File: src/rtl/ram_bus_arbiter_pkg.sv
// Shared types and constants for the RAM_64Kx8 bus arbiter (state encoding, bus owner, vector addresses).
package ram_bus_arbiter_pkg;

  typedef enum logic [2:0] {
    ST_BOOT   = 3'd0,
    ST_VEC_LO = 3'd1,
    ST_VEC_HI = 3'd2,
    ST_RUN    = 3'd3,
    ST_STALL  = 3'd4,
    ST_DMA    = 3'd5
  } state_e;

  typedef enum logic [1:0] {
    OWN_CPU,
    OWN_DMA,
    OWN_VEC
  } owner_e;

  localparam logic [15:0] RAM_VEC_LO = 16'hfffc;
  localparam logic [15:0] RAM_VEC_HI = 16'hfffd;

endpackage

File: src/rtl/ram_bus_arbiter_mux.sv
// Combinational RAM bus steering: picks address, write data and active-low write strobe
// from the CPU, the DMA requester or the internal reset-vector writer.
module ram_bus_mux
  import ram_bus_arbiter_pkg::*;
(
  input  owner_e      owner,
  input  logic [15:0] cpu_ab,
  input  logic        cpu_rw,
  input  logic [7:0]  cpu_db,
  input  logic        dma_req,
  input  logic        dma_we,
  input  logic [15:0] dma_addr,
  input  logic [7:0]  dma_wdata,
  input  logic [15:0] vec_addr,
  input  logic [7:0]  vec_data,
  output logic [15:0] ram_addr,
  output logic [7:0]  ram_data,
  output logic        ram_write_x
);

  always_comb begin
    // NOTE: every output gets a default first so no path through the case can infer a latch.
    ram_addr    = cpu_ab;
    ram_data    = cpu_db;
    ram_write_x = cpu_rw;
    unique case (owner)
      OWN_DMA: begin
        ram_addr    = dma_addr;
        ram_data    = dma_wdata;
        ram_write_x = ~(dma_req & dma_we);
      end
      OWN_VEC: begin
        ram_addr    = vec_addr;
        ram_data    = vec_data;
        ram_write_x = 1'b0;
      end
      default: ;
    endcase
  end

endmodule

File: src/rtl/ram_bus_arbiter.sv
// Shares RAM_64Kx8 between the MC6502 and a loader/DMA requester; holds the CPU in reset during boot
// and steals cycles via RDY. Optional reset-vector write enabled by RAM_BUS_ARB_RESET_VECTOR_INIT_EN.
module ram_bus_arbiter
  import ram_bus_arbiter_pkg::*;
#(
  parameter int unsigned DMA_MAX_BURST = 8,
  parameter logic [15:0] RESET_VECTOR  = 16'h0000
) (
  input  logic        clk,
  input  logic        rst_x,
  input  logic [15:0] i_cpu_ab,
  input  logic        i_cpu_rw,
  input  logic [7:0]  i_cpu_db,
  output logic [7:0]  o_cpu_db,
  output logic        o_cpu_rdy,
  output logic        o_cpu_rst_x,
  input  logic        i_dma_req,
  input  logic        i_dma_we,
  input  logic [15:0] i_dma_addr,
  input  logic [7:0]  i_dma_wdata,
  output logic        o_dma_ack,
  output logic [7:0]  o_dma_rdata,
  input  logic        i_boot_done,
  output logic [15:0] o_ram_addr,
  output logic [7:0]  o_ram_data,
  output logic        o_ram_write_x,
  input  logic [7:0]  i_ram_data
);

  localparam logic [7:0] BURST_LAST = 8'(DMA_MAX_BURST - 1);

  state_e      state, state_next;
  logic [7:0]  count, count_next;
  logic        cpu_rdy, cpu_rst_x;
  owner_e      owner;
  logic        dma_ack;
  logic [15:0] vec_addr;
  logic [7:0]  vec_data;
  logic        ram_write_x_raw;

  always_comb begin
    state_next = state;
    count_next = count;
    owner      = OWN_CPU;
    dma_ack    = 1'b0;
    vec_addr   = RAM_VEC_LO;
    vec_data   = RESET_VECTOR[7:0];
    unique case (state)
      ST_BOOT: begin
        owner   = OWN_DMA;
        dma_ack = i_dma_req;
        if (i_boot_done) begin
`ifdef RAM_BUS_ARB_RESET_VECTOR_INIT_EN
          state_next = ST_VEC_LO;
`else
          state_next = ST_RUN;
`endif
        end
      end
      ST_VEC_LO: begin
        owner      = OWN_VEC;
        state_next = ST_VEC_HI;
      end
      ST_VEC_HI: begin
        owner      = OWN_VEC;
        vec_addr   = RAM_VEC_HI;
        vec_data   = RESET_VECTOR[15:8];
        state_next = ST_RUN;
      end
      ST_RUN: begin
        if (i_dma_req) state_next = ST_STALL;
      end
      ST_STALL: begin
        // The 6502 ignores RDY on writes, so the grant waits for a read cycle to freeze it.
        if (!i_dma_req)    state_next = ST_RUN;
        else if (i_cpu_rw) state_next = ST_DMA;
      end
      ST_DMA: begin
        owner   = OWN_DMA;
        dma_ack = i_dma_req;
        if (!i_dma_req || count >= BURST_LAST) begin
          state_next = ST_RUN;
          count_next = '0;
        end else if (count != 8'hff) begin
          count_next = count + 8'd1;
        end
      end
      default: state_next = ST_BOOT;
    endcase
  end

  always_ff @(posedge clk) begin
    // NOTE: sequential state uses non-blocking assignments so every register sees pre-edge values.
    if (!rst_x) begin
      state     <= ST_BOOT;
      count     <= '0;
      cpu_rst_x <= 1'b0;
      cpu_rdy   <= 1'b1;
    end else begin
      state     <= state_next;
      count     <= count_next;
      cpu_rst_x <= cpu_rst_x | (state_next == ST_RUN);
      cpu_rdy   <= !(state_next inside {ST_STALL, ST_DMA});
    end
  end

  ram_bus_mux u_mux (
    .owner       (owner),
    .cpu_ab      (i_cpu_ab),
    .cpu_rw      (i_cpu_rw),
    .cpu_db      (i_cpu_db),
    .dma_req     (i_dma_req),
    .dma_we      (i_dma_we),
    .dma_addr    (i_dma_addr),
    .dma_wdata   (i_dma_wdata),
    .vec_addr    (vec_addr),
    .vec_data    (vec_data),
    .ram_addr    (o_ram_addr),
    .ram_data    (o_ram_data),
    .ram_write_x (ram_write_x_raw)
  );

  // A reset cycle aborts whatever beat is on the bus: no ack and no write lands.
  assign o_dma_ack     = dma_ack & rst_x;
  assign o_ram_write_x = ram_write_x_raw | ~rst_x;
  assign o_cpu_rdy     = cpu_rdy;
  assign o_cpu_rst_x   = cpu_rst_x;
  assign o_cpu_db      = i_ram_data;
  assign o_dma_rdata   = i_ram_data;

endmodule

File: config.mk
export PLATFORM = sky130hd
export DESIGN_NAME = ram_bus_arbiter
export DESIGN_NICKNAME = d
export VERILOG_FILES = /design/src/rtl/ram_bus_arbiter_pkg.sv /design/src/rtl/ram_bus_arbiter_mux.sv /design/src/rtl/ram_bus_arbiter.sv
export SDC_FILE = /design/constraint.sdc
export NUM_CORES = 1
export LEC_CHECK = 0
export ABC_CLOCK_PERIOD_IN_PS = 1600
export BUFFER_PORTS_ARGS = -buffer_cell sky130_fd_sc_hd__buf_2
export CAP_MARGIN = 10
export CORE_ASPECT_RATIO = 0.8
export CORE_UTILIZATION = 37
export CTS_BUF_LIST = sky130_fd_sc_hd__clkbuf_16
export CTS_CLUSTER_DIAMETER = 60
export DETAILED_ROUTE_END_ITERATION = 6
export PLACE_DENSITY = 0.8
export SETUP_SLACK_MARGIN = 0.3
export SYNTH_ARGS = -nofsm -noshare
export SYNTH_HDL_FRONTEND = slang
export SYNTH_SLANG_ARGS = --single-unit
export TNS_END_PERCENT = 50
File: constraint.sdc
create_clock -name clk -period 1.6 [get_ports clk]
set_input_delay 0.08 -clock clk [delete_from_list [all_inputs] [get_ports clk]]
set_output_delay 0.08 -clock clk [all_outputs]
set_load 0.01 [all_outputs]
# Word-level counts from Yosys, hierarchy flattened
# Cells that the tools add are included.
# word_totals
out_inout_bits	44
regBits	13
input_bits	62
wordCells	46
# classes
order_cmp	1
eq_ne	11
n_reduce_logical	9
n_bitwise	6
addsub	1
mux	14
# ops
cell	n
$pmux 16 s2	1
$pmux 3 s6	1
$mux 8	2
$pmux 8 s2	1
$mux 3	5
$eq 3x3->1 const B	4
$eq 3x2->1 const B	3
$add 8x1->8 const B	1
$ge 8x3->1 const B	1
$ne 8x8->1 const B	1
$pmux 2 s2	1
$reduce_bool 2->1	2
$reduce_or 2->1	2
$eq 3x1->1 const B	1
$logic_not 3->1	1
$and 1x1->1	2
$eq 2x1->1 const B	1
$eq 2x2->1 const B	1
$logic_not 1->1	2
$mux 1	2
$not 1->1	2
$or 1x1->1	2
$pmux 1 s2	1
$reduce_and 2->1	1
$logic_or 1x1->1	1

# Logic depth before layout (Yosys ltp)
# depth
ltp_word	7
mapped_depth	5
ltp_nobuf	4

# Hierarchy
# Synthesis repeated with hierarchy kept, for this count alone.
# unflattened
hier_cells	184
hier_area_um2	1321.3
# by_module_without_submodules
module	n_inst	seq_area_each_um2	area_each_um2	cells_each
ram_bus_arbiter	1	260.2	795.8	95
ram_bus_mux	1	0.0	525.5	89

# Worst setup path after synthesis
# OpenSTA, ideal clock, no wires.
# synth_timing
kind	reg-to-output
startpoint	reg state[0]
endpoint	out o_ram_addr[10]
path_stages_with_launch	6
path_buffers	2
arrival_ps	1312
t_required_ps	1520
path_slack_ps	208
cell_sequence	dfxtp_1 -> buf_4 -> or2_2 -> a21o_1 -> buf_2 -> o22a_1
# synth_via
elab_chain_cells	5
word_cells_on_any_way	10
classes_between	5 x eq/ne; 2 x mux; 3 x reduce/logical
# synth_rtl
element	line_no	rtl
start: declaration	ram_bus_arbiter.sv:32	state_e state, state_next;
start signal: assignment	ram_bus_arbiter.sv:100	state <= state_next;
$eq 3x3->1 (tied with other cells)	ram_bus_arbiter.sv:48	unique case (state)
$reduce_or 2->1 (no line)	n/a	
$pmux 2 s2 *	ram_bus_arbiter.sv:48	
$eq 2x2->1 / $eq 2x1->1 (equally long branches)	ram_bus_arbiter_mux.sv:26	unique case (owner)
$pmux 16 s2 *	ram_bus_arbiter_mux.sv:26	
end: declaration	ram_bus_arbiter.sv:24	output logic [15:0] o_ram_addr,
# Every way passes the cells marked *; elsewhere a longest branch is shown, timed or not.

# Worst setup path after layout
# layout_timing
startpoint	reg state[0]
endpoint	out o_ram_data[4]
# layout_via
elab_chain_cells	5
word_cells_on_any_way	10
classes_between	5 x eq/ne; 2 x mux; 3 x reduce/logical
# layout_rtl
element	line_no	rtl
$eq 3x3->1 (tied with other cells)	ram_bus_arbiter.sv:48	
$reduce_or 2->1 (no line)	n/a	
$pmux 2 s2 *	ram_bus_arbiter.sv:48	
$eq 2x2->1 / $eq 2x1->1 (equally long branches)	ram_bus_arbiter_mux.sv:26	
$pmux 8 s2 *	ram_bus_arbiter_mux.sv:26	
end: declaration	ram_bus_arbiter.sv:25	output logic [7:0] o_ram_data,
# Marks and branches as above.

==> results.json <==
{
  "status": "completed",
  "pre_cts_ws_ps": 56.9,
  "cp-endpoint": "o_ram_data[4]",
  "path_clk_slew_ps": 40,
  "drive_above_1_share_pct": 59.0,
  "cp.depth": 4,
  "pwr-share-clk_pct": 31.3,
  "p_switching_w": 0.000452,
  "yosysTopAreaCellShare_pct": 22.5,
  "ant_nets": 0,
  "final_common_cell": "buf_2",
  "wl_per_cell_um": 15.6,
  "ir_drop_mv": 0.314,
  "fin_nets": 274,
  "endpoint_kind": "output pin",
  "path_buf_inv": 2,
  "io-pin-count": 106,
  "p_leak_nw": 0.831,
  "drc": 0,
  "ys_ff_latch": 13,
  "startpoint_type": "flip-flop",
  "crit_fanout": 8,
  "grt_usage_pct": 21.3,
  "place_inst": 235,
  "intPower_w": 0.00102,
  "hold_violations": 0,
  "worstPathArrival_ps": 1470,
  "cpLargestDelayFamily": "flip-flops",
  "r2r-start": "state[1]$_SDFF_PN0_",
  "syn_nets": 195,
  "grt-ovfl-total": 0,
  "met1Wirelength_mm": 1.55,
  "fin_skew_ps": 3.29,
  "clk_latency_ps": 240,
  "die_y_um": 52.0,
  "min_path_type": "primary input to flip-flop",
  "die_w_um": 64.5,
  "multi_input_area_um2": 768,
  "fmax_mhz": 643,
  "grt_pass1_vias": 1163,
  "synth.distinct_cells": 49,
  "diodes": 0,
  "yosysWarnings": 0,
  "cts_buffer_depth": 2,
  "antenna_found_initial": 0,
  "synthTopCellsByArea": "dfxtp_1 (22%), o22a_1 (11%), buf_4 (11%)",
  "powerDensity_mw_per_mm2": 829,
  "power_frac_seq_pct": 23.9,
  "synth_flop_cell": "dfxtp_1",
  "io_buffers": 81,
  "drtIter0Drc": 50,
  "worstSetupPathType": "flip-flop to output pin",
  "area_growth_syn_to_layout_pct": 53.8,
  "drt_wl_total_mm": 3.86,
  "syn_area_mm2": 0.00116,
  "gp_congestion": 0.800,
  "tightest_slew_ps": 456,
  "regArea_um2": 279,
  "wl_met2_mm": 1.94,
  "synth_async_sr_flop_share_pct": 0,
  "reg2regPathDepth": 4,
  "setup_viol": 0,
  "avgSynthCellArea_um2": 8.77,
  "num_rows": 17,
  "required_ps": 1520,
  "period_share_pct": 97.2,
  "syn-instance-count": 132,
  "vias_per_cell": 5.64,
  "grt_pass1_wl_mm": 5.42,
  "via_count": 1399,
  "ctsHoldBuffers": 0,
  "grt_max_degree": 15,
  "ys_seq_area_share_pct": 22.5,
  "start_util_pct": 40.3,
  "cap_violations": 0,
  "dieArea_mm2": 0.00336,
  "critical-path-max-stage-delay_ps": 400,
  "p_comb_share_pct": 44.8,
  "fillCellCount": 255,
  "min_period_ps": 1550,
  "slew_violations": 0,
  "cts-buffers-inserted": 3,
  "final_cell_mix": "buf_2 (81), o22a_1 (15), a22o_1 (9), nand2_1 (9), buf_4 (8)",
  "swShare_pct": 30.6,
  "h-tree-depth": 1,
  "hpwl_mm": 2.67,
  "cts_tree": "done",
  "synth_edf_count": 0,
  "clock-sinks": 13,
  "worst-r2r-setup-slack_ps": 80,
  "r2r-end": "state[0]$_SDFF_PN0_",
  "clockRootBuffer": "clkbuf_16",
  "top_layer_used": "met4",
  "rsz0062_at_grt": "true",
  "first_pass_iters": 4,
  "setup_slack_ps": 45.2,
  "critPathSlowestCell": "dfxtp_4",
  "final_cells": 248,
  "synth_top_cell_by_area": "dfxtp_1",
  "dr_wl_met3_um": 267,
  "slew_headroom_pct": 69.5,
  "cp_cell_sequence": "mux2_4, buf_12, a22o_1, buf_2",
  "critPathLaunch": "state[0]$_SDFF_PN0_",
  "core_mm2": 0.00287
}
==> routing by layer <==
layer	vias to the layer above	track usage, %
met5	-	0
met4	0	7.78
met3	13	5.26
met2	72	37.9
met1	650	24.7
li1	664	-
==> state kept, by name, summed over array words and instances, names as in the netlist <==
register     cells
o_cpu_rst_x      1
state            3
o_cpu_rdy        1
count            8
==> worst min path at each step <==
stage,endpoint,startpoint,slack [ps],depth (start not counted)
detailed placement,o_dma_rdata[5],i_ram_data[5],160,0
floorplan,o_cpu_rst_x$_SDFF_PN0_,rst_x,210,1
global placement,o_dma_rdata[5],i_ram_data[5],160,0
global route,o_cpu_rst_x$_SDFF_PN0_,rst_x,110,2
finish,o_cpu_rst_x$_SDFF_PN0_,rst_x,110,2
CTS,o_cpu_rst_x$_SDFF_PN0_,rst_x,110,2
==> kinds of logic after synthesis <==
group	synth area share, %
compound gates	35.6
simple gates	22.4
buf+inv	15.9
flops	22.5
mux	1.84
xor+xnor	0.757
fa+ha+maj	1.08
==> synth_stat cells (all sizes together) (3+ instances only) <==
| master | n |
|---|---|
| a22o | 9 |
| a211oi | 4 |
| dfxtp | 13 |
| o21ai | 3 |
| nand4 | 4 |
| nand4b | 3 |
| a21oi | 5 |
| o22a | 15 |
| inv | 3 |
| nand2 | 10 |
| buf | 24 |
==> worst register-to-register path, cell delays in order, from the launching register on <==
cell      delay, ps
dfxtp_4         340
buf_4           150
or4b_1          550
o211a_1         160
a221oi_2        220
==> repair_timing <==
| action | CTS | global route |
|---|---|---|
| cloned | 2 | 1 |
| resized for setup | 18 | 11 |
| pin swaps | 12 | 9 |
| setup endpoints to repair | 39 | 38 |
| buffers inserted | 5 | 1 |
==> power by group through the flow <==
stage | Combinational [W] | Sequential (W) | Clock [W]
finish | 0.000661 | 0.000354 | 0.000462
global route | 0.000707 | 0.000354 | 0.000487
CTS | 0.000624 | 0.000353 | 0.000470
detailed placement | 0.000534 | 0.000366 | 0
global placement | 0.000526 | 0.000364 | 0
floorplan | 0.000374 | 0.000353 | 0
==> cell type report <==
cell class                      count  area share [%]
Timing Repair Buffer               98            33.5
Clock inverter                      1           0.211
Tap cell                           38            2.67
Multi-Input combinational cell     92            43.1
Sequential cell                    13            15.7
Inverter                            3           0.632
Clock buffer                        3            4.22
==> stage by stage <==
stage	total power, W	hold slack (ps)	TNS [ps]	instance area (um2)	util [%]
5_1_grt	0.00155	113	-0.203	1780	62.0
2_1_floorplan	0.000726	208	0	1170	-
4_1_cts	0.00145	106	0	1730	60.3
3_3_place_gp	0.000891	160	0	1520	53.0
6_report	0.00148	107	0	1780	62.0
3_5_place_dp	0.000900	160	0	1520	53.0
No activity file was read; power rests on OpenSTA's default activity.
